--- config.mk ---
export PLATFORM = sky130hd
export DESIGN_NAME = fft_addresser2048
export DESIGN_NICKNAME = d
export VERILOG_FILES = /design/src/rtl/fft2048_pkg.sv /design/src/rtl/fft_bfly_addrgen.sv /design/src/rtl/fft_addresser2048.sv
export SDC_FILE = /design/constraint.sdc
export NUM_CORES = 1
export LEC_CHECK = 0
export BUFFER_PORTS_ARGS = -buffer_cell sky130_fd_sc_hd__buf_2
export CAP_MARGIN = 20
export CORE_ASPECT_RATIO = 1.75
export CORE_UTILIZATION = 35
export DETAILED_ROUTE_END_ITERATION = 16
export PLACE_DENSITY_LB_ADDON = 0.1
export SLEW_MARGIN = 20
export SYNTH_ARGS = -nofsm -noshare
export SYNTH_HDL_FRONTEND = slang
export SYNTH_SLANG_ARGS = --single-unit
--- constraint.sdc ---
create_clock -name clock -period 4.8 [get_ports clock]
set_input_delay 0 -clock clock [delete_from_list [all_inputs] [get_ports clock]]
set_output_delay 0 -clock clock [all_outputs]
set_load 0.01 [all_outputs]
--- src/rtl/fft2048_pkg.sv ---
`default_nettype none
// ============================================================================
// fft2048_pkg : shared constants, types and butterfly address helper
//               for the 2048-point radix-2 DIT FFT.
// Revision    : 1.0
// ============================================================================
package fft2048_pkg;

    localparam int LOG2N      = 11;
    localparam int N          = 1 << LOG2N;
    localparam int NBFLY      = N / 2;
    localparam int NSTAGE     = LOG2N;
    localparam int TOTAL_BFLY = NBFLY * NSTAGE;

    localparam int AW = LOG2N;
    localparam int TW = LOG2N - 1;
    localparam int KW = LOG2N - 1;
    localparam int SW = 4;

    typedef struct packed {
        logic [AW-1:0] addr_a;
        logic [AW-1:0] addr_b;
        logic [TW-1:0] twiddle;
    } bfly_addr_t;

    // Upper/lower RAM addresses insert a zero at bit s of k; the twiddle index
    // is the in-group offset scaled up to the full-length ROM.
    function automatic bfly_addr_t bfly_addr(input logic [KW-1:0] k, input logic [SW-1:0] s);
        logic [AW-1:0] kk;
        logic [AW-1:0] half;
        logic [AW-1:0] mask;
        logic [SW-1:0] tw_shift;
        bfly_addr_t    r;
        kk        = {1'b0, k};
        half      = AW'(1) << s;
        mask      = half - AW'(1);
        tw_shift  = SW'(LOG2N - 1) - s;
        r.addr_a  = (((kk >> s) << 1) << s) | (kk & mask);
        r.addr_b  = r.addr_a | half;
        r.twiddle = TW'((kk & mask) << tw_shift);
        return r;
    endfunction

endpackage
`default_nettype wire

--- src/rtl/fft_bfly_addrgen.sv ---
`default_nettype none
// ============================================================================
// fft_bfly_addrgen : combinational (k, stage) -> butterfly RAM/twiddle addresses.
// Revision         : 1.0
// ============================================================================
module fft_bfly_addrgen
#(
    parameter int LOG2N = fft2048_pkg::LOG2N,
    parameter int AW    = LOG2N,
    parameter int TW    = LOG2N - 1,
    parameter int SW    = fft2048_pkg::SW
)
(
    input  logic [LOG2N-2:0] k,
    input  logic [SW-1:0]    s,
    output logic [AW-1:0]    addr_a,
    output logic [AW-1:0]    addr_b,
    output logic [TW-1:0]    twiddle_addr
);
    import fft2048_pkg::*;

    logic [AW-1:0] w_k_ext;
    logic [AW-1:0] w_half;
    logic [AW-1:0] w_mask;
    logic [SW-1:0] w_tw_shift;

    always_comb begin
        w_k_ext      = AW'(k);
        w_half       = AW'(1) << s;
        w_mask       = w_half - AW'(1);
        w_tw_shift   = SW'(LOG2N - 1) - s;
        addr_a       = (((w_k_ext >> s) << 1) << s) | (w_k_ext & w_mask);
        // bit s of addr_a is always zero, so OR never carries
        addr_b       = addr_a | w_half;
        twiddle_addr = TW'((w_k_ext & w_mask) << w_tw_shift);
    end

endmodule
`default_nettype wire

--- src/rtl/fft_addresser2048.sv ---
`default_nettype none
// ============================================================================
// fft_addresser2048 : butterfly/stage counter and registered address outputs
//                     for the 2048-point FFT sequencer.
// Revision          : 1.0
// ============================================================================
module fft_addresser2048
#(
    parameter int LOG2N = fft2048_pkg::LOG2N,
    parameter int AW    = LOG2N,
    parameter int TW    = LOG2N - 1,
    parameter int SW    = fft2048_pkg::SW
)
(
    input  logic          clock,
    input  logic          reset,
    input  logic          addr_enable,
    input  logic          addr_writemode,
    input  logic          clear,
    output logic [AW-1:0] addr_a,
    output logic [AW-1:0] addr_b,
    output logic [TW-1:0] twiddle_addr,
    output logic          mem_we,
    output logic [SW-1:0] stage,
    output logic          last_butterfly,
    output logic          seq_wrap
);
    import fft2048_pkg::*;

    localparam int            c_kw     = LOG2N - 1;
    localparam logic [c_kw-1:0] c_k_last = {c_kw{1'b1}};
    localparam logic [SW-1:0]   c_s_last = SW'(LOG2N - 1);

    logic [c_kw-1:0] r_k;
    logic [SW-1:0]   r_s;
    logic [c_kw-1:0] w_k_next;
    logic [SW-1:0]   w_s_next;
    logic            w_wrap_next;

    logic [AW-1:0]   w_addr_a;
    logic [AW-1:0]   w_addr_b;
    logic [TW-1:0]   w_twiddle;

    logic [AW-1:0]   r_addr_a;
    logic [AW-1:0]   r_addr_b;
    logic [TW-1:0]   r_twiddle;
    logic [AW-1:0]   r_wr_addr_a;
    logic [AW-1:0]   r_wr_addr_b;
    logic [TW-1:0]   r_wr_twiddle;
    logic            r_mem_we;
    logic            r_seq_wrap;

    always_comb begin
        w_k_next    = r_k;
        w_s_next    = r_s;
        w_wrap_next = 1'b0;
        if (clear) begin
            w_k_next = '0;
            w_s_next = '0;
        end else if (addr_enable) begin
            if (r_k < c_k_last) begin
                w_k_next = r_k + 1'b1;
            end else begin
                w_k_next = '0;
                if (r_s < c_s_last) begin
                    w_s_next = r_s + 1'b1;
                end else begin
                    w_s_next    = '0;
                    w_wrap_next = 1'b1;
                end
            end
        end
    end

    // Addresses are computed from the next counter state so they land in
    // their registers on the same edge as k and s.
    fft_bfly_addrgen #(
        .LOG2N (LOG2N),
        .AW    (AW),
        .TW    (TW),
        .SW    (SW)
    ) u_addrgen (
        .k            (w_k_next),
        .s            (w_s_next),
        .addr_a       (w_addr_a),
        .addr_b       (w_addr_b),
        .twiddle_addr (w_twiddle)
    );

    always_ff @(posedge clock) begin
        if (reset) begin
            r_k          <= '0;
            r_s          <= '0;
            r_addr_a     <= '0;
            r_addr_b     <= AW'(1);
            r_twiddle    <= '0;
            r_wr_addr_a  <= '0;
            r_wr_addr_b  <= '0;
            r_wr_twiddle <= '0;
            r_mem_we     <= 1'b0;
            r_seq_wrap   <= 1'b0;
        end else begin
            r_k        <= w_k_next;
            r_s        <= w_s_next;
            r_addr_a   <= w_addr_a;
            r_addr_b   <= w_addr_b;
            r_twiddle  <= w_twiddle;
            r_mem_we   <= addr_writemode & ~clear;
            r_seq_wrap <= w_wrap_next;
            // snapshot of the pre-advance addresses for the write cycle
            if (addr_writemode) begin
                r_wr_addr_a  <= r_addr_a;
                r_wr_addr_b  <= r_addr_b;
                r_wr_twiddle <= r_twiddle;
            end
        end
    end

    assign addr_a         = r_mem_we ? r_wr_addr_a  : r_addr_a;
    assign addr_b         = r_mem_we ? r_wr_addr_b  : r_addr_b;
    assign twiddle_addr   = r_mem_we ? r_wr_twiddle : r_twiddle;
    assign mem_we         = r_mem_we;
    assign stage          = r_s;
    assign seq_wrap       = r_seq_wrap;
    assign last_butterfly = (r_k == c_k_last) && (r_s == c_s_last);

endmodule
`default_nettype wire

; Word-level counts from Yosys, hierarchy flattened
; Index checks and enable logic that the tools add are counted.
[totals]
reg_bits = 80
inputBits = 5
output_inout_bits = 39
wordCells = 41
[classes]
n_addsub = 4
n_lt_le_gt_ge = 2
eq_ne = 2
shifts = 4
mux = 11
n_bitwise = 6
n_reduce_logical = 2
[op_table]
columns = op, count
row1 = $mux W10, 4
row2 = $mux W11, 2
row3 = $or A11 B11 Y11, 2
row4 = $mux W4, 4
row5 = $and A10 B11 Y11, 1
row6 = $shl A1 B4 Y11 const A, 1
row7 = $shl A11 B4 Y10, 1
row8 = $shl A11 B4 Y11, 1
row9 = $sub A11 B1 Y11 const B, 1
row10 = $add A10 B1 Y10 const B, 1
row11 = $eq A10 B10 Y1 const B, 1
row12 = $lt A10 B10 Y1 const B, 1
row13 = $shr A10 B4 Y10, 1
row14 = $add A4 B1 Y4 const B, 1
row15 = $eq A4 B4 Y1 const B, 1
row16 = $lt A4 B4 Y1 const B, 1
row17 = $reduce_or A4 Y1, 1
row18 = $sub A4 B4 Y4 const A, 1
row19 = $not A1 Y1, 2
row20 = $and A1 B1 Y1, 1
row21 = $logic_and A1 B1 Y1, 1
row22 = $mux W1, 1

; Logic depth before layout (Yosys ltp)
[logic_depth]
depth_word = 10
ltp_mapped = 18
mapped_depth_nobuf = 14

; Cells and area by module
; Synthesis repeated with hierarchy kept, for this count alone.
[hier_totals]
hier_cells = 545
hier_area_um2 = 4979.8
[by_module_without_submodules]
columns = module, n_inst, cells_per_inst, area_each_um2, seq_area_each_um2
row1 = fft_addresser2048, 1, 323, 3299.4, 1601.5
row2 = fft_bfly_addrgen, 1, 222, 1680.4, 0.0

; Worst setup path before layout
; Ideal clock, no wire load.
[synth_path]
path_kind = reg-to-reg
from = register r_s[0], in the netlist stage[0]
to = register r_twiddle[6]
setup_ns = 0.086
t_arrival_ns = 3.824
required_ns = 4.714
setup_slack_ns = 0.891
path_stages_with_launch = 19
n_path_buf = 4
period_less_slack_ns = 3.909
path_cell_list = dfxtp_1 > clkbuf_1 > inv_1 > ha_1 > and4b_1 > nand4_1 > a21o_1 > clkbuf_1 > clkbuf_1 > ha_1 > clkbuf_1 > nand2_1 > ha_1 > nand3_1 > nand4_1 > a221o_1 > o32ai_1 > a21oi_1 > a211oi_1
[synth_via]
elab_chain_cells = 9
word_cells_on_any_way = 11
classes_between = add/sub: 3 / order compare: 1 / shift: 2 / mux: 4 / bitwise: 1
[synth_rtl]
columns = element, line_no
row1 = start: declaration, fft_addresser2048.sv:35  ; logic [SW-1:0] r_s;
row2 = start signal: assignment, fft_addresser2048.sv:104  ; r_s <= w_s_next;
row3 = $add A4 B1 Y4 or $lt A4 B4 Y1 (tied branches), "fft_addresser2048.sv:66, fft_addresser2048.sv:65"
row4 = $mux W4, fft_addresser2048.sv:65  ; if (r_s < c_s_last) begin
row5 = $mux W4, fft_addresser2048.sv:61  ; if (r_k < c_k_last) begin
row6 = $mux W4 (*), fft_addresser2048.sv:60  ; end else if (addr_enable) begin
row7 = $mux W4 (*), fft_addresser2048.sv:57  ; if (clear) begin
row8 = $shl A1 B4 Y11, fft_bfly_addrgen.sv:29  ; w_half = AW'(1) << s;
row9 = $sub A11 B1 Y11, fft_bfly_addrgen.sv:30  ; w_mask = w_half - AW'(1);
row10 = $and A10 B11 Y11, fft_bfly_addrgen.sv:35  ; twiddle_addr = TW'((w_k_ext & w_mask) << w_tw_shift);
row11 = $shl A11 B4 Y10 (*), fft_bfly_addrgen.sv:35
row12 = end signal: assignment, fft_addresser2048.sv:107  ; r_twiddle <= w_twiddle;
row13 = end: declaration, fft_addresser2048.sv:46  ; logic [TW-1:0] r_twiddle;
; Mark *: on every way between the ends. The rest lies on a longest branch, timed or not.
; A chain may end at the register's enable or synchronous reset.

; Worst setup path after layout
[layout_path]
from = register r_k[0]
to = register r_twiddle[8]
[layout_via]
elab_chain_cells = 8
word_cells_on_any_way = 13
classes_between = add/sub: 3 / order compare: 1 / shift: 2 / mux: 6 / bitwise: 1
[layout_rtl]
columns = element, line_no
row1 = start: declaration, fft_addresser2048.sv:34  ; logic [c_kw-1:0] r_k;
row2 = start signal: assignment, fft_addresser2048.sv:103  ; r_k <= w_k_next;
row3 = $lt A10 B10 Y1, fft_addresser2048.sv:61
row4 = $mux W4, fft_addresser2048.sv:61
row5 = $mux W4, fft_addresser2048.sv:60
row6 = $mux W4, fft_addresser2048.sv:57
row7 = $shl A1 B4 Y11, fft_bfly_addrgen.sv:29
row8 = $sub A11 B1 Y11, fft_bfly_addrgen.sv:30
row9 = $and A10 B11 Y11, fft_bfly_addrgen.sv:35
row10 = $shl A11 B4 Y10 (*), fft_bfly_addrgen.sv:35
; Marks and branches as above.

==> flow_summary.toml <==
[status]
status = "finished clean"

[worst_setup_path]
worstPathArrival_ns = 4.39
cp.buffers_inverters = 1
crit_slowest_cell = "a21o_1"
critPathRequiredTime_ns = 5.02
crit_path_end_kind = "flip-flop"
critical_path_class = "flip-flop to flip-flop"
startpoint_type = "flip-flop"
cp_cell_sequence = "ha_1 > nand3_4 > o31ai_2 > a21o_1 > inv_2 > ha_1 > or2_2 > o221ai_1 > a21o_1 > xor2_1 > o32ai_1 > a32oi_1 > a21oi_1"
crit_family = "compound AO/OA/AOI/OAI gates"
cp_max_fo = 17
critPathMaxStageDelay_ns = 0.48

[yosys]
syn_nets = 591
synth-seq-cells = 80
synth_top_area_cell = "dfxtp_1"
async_flop_share_pct = 0
yosys-top-cells-area = "dfxtp_1 (32%), mux2_2 (7.5%), mux2i_1 (7.5%), nor2_1 (6.1%), nand2_1 (2.9%)"
ys_seq_area_share_pct = 32.41
synth_commonest_cells = "dfxtp_1 (80), nor2_1 (80), nand2_1 (38)"
synthCells = 577
syn_avg_cell_area_sq_um = 8.565
synthDistinctLibCells = 74
synth_edf_count = 0
syn_area_sq_um = 4942
ys_warn_count = 0
synth_top_area_share_pct = 32.41
synth_ff_type = "dfxtp_1"

[cts]
cts_max_level = 3
path_clk_slew_ns = 0.07
post_cts_resized = 0
clk-insertion-delay-late_ns = 0.35
cts_tree = "done"
post_cts_buffers = 0
clockRootBuffer = "clkbuf_16"
cts_hold_buf = 0
cts.sinks = 80
clockBufferDepth = 2
numCtsBuffers = 9

[routing]
wl_met2_um = 8426
vias_per_cell = 6.045
drcViolationCount = 0
dr.pass1.iters = 5
wirelength_um = 16940
dr_total_vias = 4745
wire_per_inst_um = 21.58
met3_length_um = 790
drt_iter0_drc = 307
wl_met1_um = 6365
highest_layer = "met4"
ant_nets = 0

[placement]
gp_congestion = 0.9811
port-buffer-count = 43
postPlaceCellArea_sq_um = 5295
dp_hpwl_um = 12850

[final_layout]
nets = 617
num_antenna_cells = 0
drive_above_1_share_pct = 21.88
design_area_sq_um = 5580
areaGrowthSynthToFinish_pct = 12.91
fillerInstances = 1424
post-route-util_pct = 40.33

[floorplan]
start_util_pct = 35.72
core_sq_um = 13840
rows = 57
fp.dieW_um = 91.83
ios = 44
die_h_um = 159.2
die-area_sq_um = 14620

[timing]
fin_skew_ns = 0.01124
setup-tns-final_ns = 0
setup_violations = 0
tightest_slew_ns = 0.9996
rsz0062_at_grt = "false"
min_period_ns = 4.169
max_slew_margin_pct = 33.36
finalMaxSlewViolations = 0
fmax_ghz = 0.2399
hold_violations = 0
timing.final.crit_share_pct = 86.85

[power]
ir_worst_vdd_mv = 0.1543
powerDensity_nw_per_um2 = 252.1
p_comb_share_pct = 4.4
internal_power_uw = 1049
leakagePower_uw = 0.002223
seqPwrFrac_pct = 47.5
clock_power_share_pct = 48.1
p_switching_uw = 357.6
p_sw_share_pct = 25.42

[global_routing]
grtUsageTotal_pct = 23.18
grt_max_degree = 41
grt_pass1_vias = 4624
grt_pass1_wl_um = 25970
overflow = 0
antenna_found_initial = 0

[flow_run]
drv_cap = 0

[min_path]
holdCritPathClass = "primary input to flip-flop"
==> worst reg2reg max path, cell delays in order (launching register included) <==
cell	delay, ns
dfxtp_1	0.43
ha_1	0.34
nand3_4	0.21
o31ai_2	0.37
a21o_1	0.48
inv_2	0.25
ha_1	0.36
or2_2	0.35
o221ai_1	0.21
a21o_1	0.21
xor2_1	0.30
o32ai_1	0.16
a32oi_1	0.27
a21oi_1	0.10
==> stage by stage <==
step           std cells  power (uW)  hold WS [ns]  setup WS (ns)
4_1_cts              785        1428        0.1142         0.7286
2_1_floorplan        577       728.1        0.1462         0.8906
5_1_grt              785        1454        0.1701         0.3032
6_report             785        1407        0.1395         0.6311
3_5_place_dp         769       744.7        0.4018         0.7780
3_3_place_gp         769       745.3        0.4013         0.8230
==> flip-flops by register name, indices dropped and copies added, names as in the netlist <==
name          cells
r_addr_a         11
r_addr_b         11
r_wr_addr_a      11
r_wr_addr_b      11
r_k              10
r_twiddle        10
r_wr_twiddle     10
stage             4
mem_we            1
seq_wrap          1
==> cell families after synthesis <==
logic type,synth area share (%)
AOI/OAI and AO/OA,21.72
xor gates and xnor gates,2.127
adders and majority gates,2.279
buffers and inverters,4.430
DFF,32.41
muxes,15.01
and+or+nand+nor,22.03
==> worst paths after layout <==
| check | start | endpoint | slack [ns] | cells after the start |
|---|---|---|---|---|
| worst max-delay path | r_k[0]$_SDFF_PP0_ | r_twiddle[8]$_SDFF_PP0_ | 0.63 | 13 |
| worst min-delay path | reset | r_wr_addr_b[2]$_SDFFE_PP0P_ | 0.14 | 2 |
| worst max register to register | r_k[0]$_SDFF_PP0_ | r_twiddle[8]$_SDFF_PP0_ | 0.63 | 13 |
| worst min register to register | r_addr_a[9]$_SDFF_PP0_ | r_wr_addr_a[9]$_SDFFE_PP0P_ | 0.49 | 2 |
==> power groups by stage <==
stage,registers (uW),logic (uW),clock network [uW]
5_1_grt,668,65.6,720
2_1_floorplan,683,44.7,0
3_3_place_gp,683,62.0,0
6_report,668,61.4,677
3_5_place_dp,684,61.2,0
4_1_cts,668,61.2,699
==> cell usage in the layout (no fill, tap or decap), types with 4 or more instances in the layout <==
cell type,count
a211oi_1,5
o311ai_0,4
inv_1,8
buf_4,13
o21ai_0,20
o31ai_1,8
ha_1,9
a31oi_1,11
o211ai_1,11
o21a_1,5
a32oi_1,4
dfxtp_1,80
nor2b_1,5
inv_6,5
o22ai_1,6
nor2_1,80
o221ai_1,8
nand4_1,8
a21oi_1,18
nor3_1,20
nand2_1,38
clkbuf_16,9
mux2_2,33
and4_1,4
and3_1,5
mux2i_1,37
nand2b_1,4
a21o_1,4
or3_1,5
nand3_1,16
nor4_1,7
xnor2_1,9
buf_2,43
==> area by class of cell <==
cell class	instances	area, sq um	share of cell area, %
clock buffers	9	225.2	4.036
clock inverters	7	60.06	1.076
inverters	10	37.54	0.6726
multi-input cells	446	3122	55.94
flip-flops and latches	80	1602	28.70
well taps	177	221.5	3.969
repair buffers	56	312.8	5.605
==> per-layer routing <==
metal	vias to the layer above	track usage, %
met3	89	3.056
met1	2216	24.77
met2	226	40.16
met5	-	0
met4	0	18.75
li1	2214	-
(Power assumes the default switching activity.)
